## src/rtl/uart_tx_fifo.sv

```systemverilog
// UART transmitter with a small input FIFO, programmable framing, divisor-based bit timing
// and break generation. The serial line and status outputs are registered one cycle behind the FSM state.
module uart_tx_fifo #(
    parameter int MAX_DATA_BITS = 9,
    parameter int DIV_WIDTH     = 16,
    parameter int FIFO_DEPTH    = 4,
    parameter int LVL_WIDTH     = 3
) (
    input  logic                     clock,
    input  logic                     reset,
    input  logic [MAX_DATA_BITS-1:0] din,
    input  logic                     din_valid,
    output logic                     din_ready,
    input  logic [DIV_WIDTH-1:0]     cfg_div,
    input  logic [3:0]               cfg_data_bits,
    input  logic [2:0]               cfg_parity,
    input  logic                     cfg_stop2,
    input  logic                     tx_break,
    output logic                     tx,
    output logic                     busy,
    output logic                     frame_done,
    output logic [LVL_WIDTH-1:0]     fifo_level
);

    localparam int PTR_W = (FIFO_DEPTH > 1) ? $clog2(FIFO_DEPTH) : 1;
    localparam logic [LVL_WIDTH-1:0] FULL_LVL = LVL_WIDTH'(FIFO_DEPTH);
    localparam logic [3:0] MIN_BITS = 4'd5;
    localparam logic [3:0] MAX_BITS = 4'(MAX_DATA_BITS);

    typedef enum logic [2:0] {IDLE, START, DATA, PARITY, STOP, BREAK} state_t;
    state_t state, state_nxt;

    logic [MAX_DATA_BITS-1:0] mem [FIFO_DEPTH];
    logic [PTR_W-1:0]         wr_ptr, rd_ptr;
    logic [LVL_WIDTH-1:0]     level;
    logic                     push, pop, empty;
    logic [MAX_DATA_BITS-1:0] head;

    assign din_ready  = (level != FULL_LVL);
    assign empty      = (level == '0);
    assign push       = din_valid & din_ready;
    assign head       = mem[rd_ptr];
    assign fifo_level = level;

    always_ff @(posedge clock) begin
        if (reset) begin
            wr_ptr <= '0;
            rd_ptr <= '0;
            level  <= '0;
        end else begin
            if (push) wr_ptr <= wr_ptr + 1'b1;
            if (pop)  rd_ptr <= rd_ptr + 1'b1;
            case ({push, pop})
                2'b10:   level <= level + 1'b1;
                2'b01:   level <= level - 1'b1;
                default: level <= level;
            endcase
        end
    end

    always_ff @(posedge clock) begin
        if (push) mem[wr_ptr] <= din;
    end

    // Frame settings derived from the live cfg_* inputs; only captured at a pop.
    logic [3:0]               nbits_in;
    logic [MAX_DATA_BITS-1:0] mask;
    logic                     par_in, has_par_in;

    always_comb begin
        nbits_in   = cfg_data_bits;
        mask       = '0;
        par_in     = 1'b0;
        has_par_in = 1'b1;
        if (cfg_data_bits < MIN_BITS)
            nbits_in = MIN_BITS;
        else if (cfg_data_bits > MAX_BITS)
            nbits_in = MAX_BITS;
        for (int i = 0; i < MAX_DATA_BITS; i++)
            mask[i] = (4'(i) < nbits_in);
        case (cfg_parity)
            3'b001:  par_in = ^(head & mask);
            3'b010:  par_in = ~^(head & mask);
            3'b011:  par_in = 1'b1;
            3'b100:  par_in = 1'b0;
            default: has_par_in = 1'b0;
        endcase
    end

    logic [MAX_DATA_BITS-1:0] sh;
    logic [DIV_WIDTH-1:0]     div_q, cnt;
    logic [3:0]               nbits_q, bit_idx;
    logic                     has_par_q, par_q, stop2_q;
    logic                     bit_end, last_data, last_stop, stop_end;

    always_ff @(posedge clock) begin
        if (pop) begin
            sh        <= head;
            div_q     <= cfg_div;
            nbits_q   <= nbits_in;
            has_par_q <= has_par_in;
            par_q     <= par_in;
            stop2_q   <= cfg_stop2;
        end else if (state == DATA && bit_end) begin
            sh <= sh >> 1;
        end
    end

    assign bit_end   = (cnt == div_q);
    assign last_data = (bit_idx == nbits_q - 4'd1);
    assign last_stop = (bit_idx == {3'b000, stop2_q});
    assign stop_end  = (state == STOP) && bit_end && last_stop;
    // A pop happens from IDLE or back-to-back in the last clock of the stop bits.
    assign pop       = ((state == IDLE) || stop_end) && !tx_break && !empty;

    always_ff @(posedge clock) begin
        if (reset) begin
            cnt     <= '0;
            bit_idx <= '0;
        end else begin
            if (state_nxt != state || bit_end || state == IDLE || state == BREAK)
                cnt <= '0;
            else
                cnt <= cnt + 1'b1;
            if (state_nxt != state)
                bit_idx <= '0;
            else if (bit_end)
                bit_idx <= bit_idx + 4'd1;
        end
    end

    always_ff @(posedge clock) begin
        if (reset) state <= IDLE;
        else       state <= state_nxt;
    end

    always_comb begin
        state_nxt = state;
        case (state)
            IDLE: begin
                if (tx_break)    state_nxt = BREAK;
                else if (!empty) state_nxt = START;
            end
            START:  if (bit_end) state_nxt = DATA;
            DATA:   if (bit_end && last_data) state_nxt = has_par_q ? PARITY : STOP;
            PARITY: if (bit_end) state_nxt = STOP;
            STOP: begin
                if (stop_end) begin
                    if (tx_break)    state_nxt = BREAK;
                    else if (!empty) state_nxt = START;
                    else             state_nxt = IDLE;
                end
            end
            BREAK:  if (!tx_break) state_nxt = IDLE;
            default: state_nxt = IDLE;
        endcase
    end

    logic tx_nxt, busy_nxt, done_nxt;

    always_comb begin
        tx_nxt   = 1'b1;
        busy_nxt = 1'b0;
        done_nxt = stop_end;
        case (state)
            START:   begin tx_nxt = 1'b0;  busy_nxt = 1'b1; end
            DATA:    begin tx_nxt = sh[0]; busy_nxt = 1'b1; end
            PARITY:  begin tx_nxt = par_q; busy_nxt = 1'b1; end
            STOP:    begin tx_nxt = 1'b1;  busy_nxt = 1'b1; end
            BREAK:   tx_nxt = 1'b0;
            default: tx_nxt = 1'b1;
        endcase
    end

    always_ff @(posedge clock) begin
        if (reset) begin
            tx         <= 1'b1;
            busy       <= 1'b0;
            frame_done <= 1'b0;
        end else begin
            tx         <= tx_nxt;
            busy       <= busy_nxt;
            frame_done <= done_nxt;
        end
    end

endmodule

```

## config.mk

```make
export PLATFORM = sky130hd
export DESIGN_NAME = uart_tx_fifo
export DESIGN_NICKNAME = d
export VERILOG_FILES = /design/src/rtl/uart_tx_fifo.sv
export SDC_FILE = /design/constraint.sdc
export NUM_CORES = 1
export LEC_CHECK = 0
export ABC_AREA = 1
export BUFFER_PORTS_ARGS = -buffer_cell sky130_fd_sc_hd__buf_4
export CORE_ASPECT_RATIO = 0.7
export CORE_MARGIN = 2
export CORE_UTILIZATION = 44
export CTS_BUF_LIST = sky130_fd_sc_hd__clkbuf_4 sky130_fd_sc_hd__clkbuf_8
export CTS_CLUSTER_SIZE = 40
export DETAILED_ROUTE_END_ITERATION = 10
export HOLD_SLACK_MARGIN = 0.05
export MAX_ROUTING_LAYER = met4
export SYNTH_ARGS = -nofsm -noshare
export SYNTH_HDL_FRONTEND = slang
export SYNTH_SLANG_ARGS = --single-unit
```

## constraint.sdc

```tcl
create_clock -name clock -period 3.15 [get_ports clock]
set_input_delay 0.4725 -clock clock [delete_from_list [all_inputs] [get_ports clock]]
set_output_delay 0.4725 -clock clock [all_outputs]
set_load 0.05 [all_outputs]
```

==> impl_metrics.toml <==
[yosys]
synth_async_sr_flop_share_pct = 0
synth_edf_count = 68
number_of_instances_in_the_synthesized_netlist = 565
synth.ff_latch_count = 103
syn_nets = 611
syn_avg_cell_area_um2 = 9.05
synth_area_um2 = 5110
yosys_warnings = 0
portion_of_the_post_synthesis_area_used_by_sequential_elements_pct = 53.6
synthFlopType = "sky130_fd_sc_hd__edfxtp_1"
synth_cell_type_count = 38

[routing]
first_pass_iteration_count_of_the_detailed_router = 4
drc_errors = 0
antenna_left = 0
vias = 3613
post_drt_via_cell_ratio = 4.66
route.detailed.wl_per_inst_um = 13.2
detail_route.iter0.violations = 190
drt_wl_total_um = 10300

[global_route]
number_of_global_route_vias_before_repair = 3455
grt_util_met3_pct = 3.94
largest_net_degree_at_the_start_of_global_routing = 28
grt_first_pass_wirelength_um = 17000
global_route.usage.met1_pct = 26.1
grt_antenna_before_repair = 0
global_route.usage.met2_pct = 25.9
grt.busiest_layer = "met1"
overall_global_routing_usage_pct = 18.1
gr-total-overflow = 0

[worst_hold_path]
hold_path_class = "input pin to flip-flop"
holdPathStages = 1
hold_path_startpoint = "cfg_div[6]"
worstHoldEndpoint = "div_q[6]"

[worst_setup_path]
critPathSlowestCell = "sky130_fd_sc_hd__dfxtp_1"
crit_path_frequent_cell = "sky130_fd_sc_hd__nand2_1"
setup.worst_path.start_class = "flip-flop"
max_stage_delay_ns = 0.43
r2r_cells = 17
timing.setup.critical_path_class = "flip-flop to flip-flop"
timing.critical_path.max_delay_family = "simple AND/OR/NAND/NOR gates"
worstPathRequired_ns = 3.41
crit_arrival_ns = 2.78
path_buf_inv = 3
crit_path_max_fanout = 5
timing.rr.start = "cnt[9]"
r2r_end = "fifo_level[2]"
crit_path_end_kind = "flip-flop"
reg2reg_slack_ns = 0.63
worstPathCellList = "inv_2, nand2_1, nand2_1, nor2_1, nand2_1, nor2_4, nand3_2, nand2_1, nand3_1, inv_2, ha_1, inv_1, fa_1, a21oi_1, o21ai_0, o21ai_0, a21oi_1"
worstSetupPathDepth = 17

[status]
status = "complete, no violations"

[final_layout]
area_delta_synth_final_pct = 14.8
mostFrequentLayoutCell = "sky130_fd_sc_hd__nand2_1"
ff_latch_area_um2 = 2740
multi_input_area_um2 = 1980
commonest_cells_after_routing_fill_and_taps_aside = "sky130_fd_sc_hd__nand2_1 (156), sky130_fd_sc_hd__inv_1 (70), sky130_fd_sc_hd__edfxtp_1 (68)"
drive_above_1_share_pct = 19.3
fillerInstances = 1004
n_antenna_cell = 0
final_nets = 663

[floorplan]
die-height_um = 94.2
die_width_um = 133
initial_utilization_pct = 45.8
top_level_ports = 44
fp.coreArea_um2 = 11200
rows = 32
dieArea_um2 = 12500

[power_and_ir_drop]
clock_power_share_pct = 31.1
total_switching_power_mw = 0.951
combPwrFrac_pct = 19.6
total_power_divided_by_cell_area_nw_per_um2 = 560
p_total_mw = 3.29
power.switching_fraction_pct = 28.9
internal-power_mw = 2.34
power.share.sequential_pct = 49.4
power.static_leakage_nw = 2.45
ir_worst_vdd_mv = 0.265

[clock_network]
max-clock-path-buffers = 2
total_number_of_clock_tree_sinks = 103
post-cts-setup-buffers = 0
tritoncts = "done"
ctsHoldBuffers = 0
ctsRootBufferMaster = "sky130_fd_sc_hd__clkbuf_8"
cts_max_level = 3
clock_insertion_delay_worst_skew_ns = 0.37
cts.reportedPaths.clkPinSlew_ns = 0.10
post_cts.resized_instances = 0
tritoncts.num_buffers = 9

[timing]
timing.clock.skew_ns = 0.00990
max_slew.worst_pin.slew_ns = 0.971
unrepaired_setup_endpoints_after_global_routing = "no"
fmax_ghz = 0.397
timing.setup.tns_ns = 0
timing.max_slew.rel_slack_pct = 35.0
finalHoldViolations = 0
fin_crit_sh_pct = 79.9
timing.final.setup_violations = 0
timing_max_transition_violations_final = 0
timing.final.crit_period_ns = 2.52

[placed_design]
io_buffers = 43
hpwl_after_detailed_placement_um = 7520
globalplace.congestion = 0.832

[flow_run]
drv_cap = 0
## worst max path at each step
stage | startpoint | end | slack [ns]
after floorplan | div_q[15] | fifo_level[2] | 0.39
after global placement | cnt[10] | fifo_level[2] | 0.69
after detailed placement | cnt[0] | fifo_level[2] | 0.64
after CTS | cnt[9] | fifo_level[2] | 0.64
after global routing | cnt[9] | fifo_level[2] | 0.29
final | cnt[9] | fifo_level[2] | 0.63
## through the flow
step	cell area [um^2]	hold slack (ns)	instances	util, %	worst slack [ns]
detailed placement	5620	0.473	759	50.3	0.645
global route	5870	0.248	775	52.6	0.289
finish	5870	0.272	775	52.6	0.632
floorplan	5110	0.422	565	-	0.392
global placement	5620	0.467	759	50.3	0.693
CTS	5870	0.252	775	52.6	0.637
## Yosys cell counts (8+ instances only)
cell type	count	area [um^2]
sky130_fd_sc_hd__a21oi_1	14	70.1
sky130_fd_sc_hd__dfxtp_1	35	701
sky130_fd_sc_hd__edfxtp_1	68	2040
sky130_fd_sc_hd__ha_1	8	100
sky130_fd_sc_hd__inv_1	70	263
sky130_fd_sc_hd__inv_2	17	63.8
sky130_fd_sc_hd__nand2_1	156	586
sky130_fd_sc_hd__nand3_1	36	180
sky130_fd_sc_hd__nor2_1	41	154
sky130_fd_sc_hd__nor2_4	13	146
sky130_fd_sc_hd__nor3_1	10	50.1
sky130_fd_sc_hd__o21ai_0	18	90.1
sky130_fd_sc_hd__xnor2_1	9	78.8
sky130_fd_sc_hd__xor2_1	18	158
## worst register-to-register path: stages, from the launching register on
cell,delay [ns]
sky130_fd_sc_hd__dfxtp_1,0.43
sky130_fd_sc_hd__inv_2,0.07
sky130_fd_sc_hd__nand2_1,0.06
sky130_fd_sc_hd__nand2_1,0.07
sky130_fd_sc_hd__nor2_1,0.11
sky130_fd_sc_hd__nand2_1,0.09
sky130_fd_sc_hd__nor2_4,0.15
sky130_fd_sc_hd__nand3_2,0.13
sky130_fd_sc_hd__nand2_1,0.11
sky130_fd_sc_hd__nand3_1,0.10
sky130_fd_sc_hd__inv_2,0.08
sky130_fd_sc_hd__ha_1,0.13
sky130_fd_sc_hd__inv_1,0.06
sky130_fd_sc_hd__fa_1,0.37
sky130_fd_sc_hd__a21oi_1,0.15
sky130_fd_sc_hd__o21ai_0,0.11
sky130_fd_sc_hd__o21ai_0,0.15
sky130_fd_sc_hd__a21oi_1,0.06
## power by group through the flow
stage,logic (mW),clock network [mW],registers (mW)
6_report,0.644,1.02,1.62
5_1_grt,0.730,1.09,1.64
4_1_cts,0.652,1.05,1.62
3_5_place_dp,0.648,0,1.65
3_3_place_gp,0.637,0,1.65
2_1_floorplan,0.435,0,1.68
## metal layers
| metal | up-vias | wire [um] |
|---|---|---|
| li1 | 1902 | - |
| met1 | 1624 | 5410 |
| met2 | 78 | 4200 |
| met3 | 9 | 539 |
| met4 | 0 | 110 |
| met5 | - | 0 |
## final cells by class
type,count,area share [%]
multi-input combinational,365,33.7
inverter,89,5.69
sequential,103,46.7
clock buffer,10,2.34
timing repair buffer,49,6.27
tap,153,3.26
clock inverter,6,1.98
## flip-flops by register name, indices dropped and copies added, names as in the netlist, named ones only
register	count
mem	36
cnt	16
div_q	16
sh	9
bit_idx	4
nbits_q	4
fifo_level	3
state	3
rd_ptr	2
wr_ptr	2
busy	1
frame_done	1
has_par_q	1
par_q	1
stop2_q	1
tx	1
## cells by family after synthesis
family                   Yosys count  synth area share, %
AND/OR/NAND/NOR                  289                 27.3
XOR/XNOR                          27                 4.63
adder cells (fa/ha/maj)            9                 2.35
flip-flops                       103                 53.6
AO/OA/AOI/OAI                     39                 4.31
buffers and inverters             97                 7.61
multiplexers                       1                0.196
(Power assumes the default switching activity.)
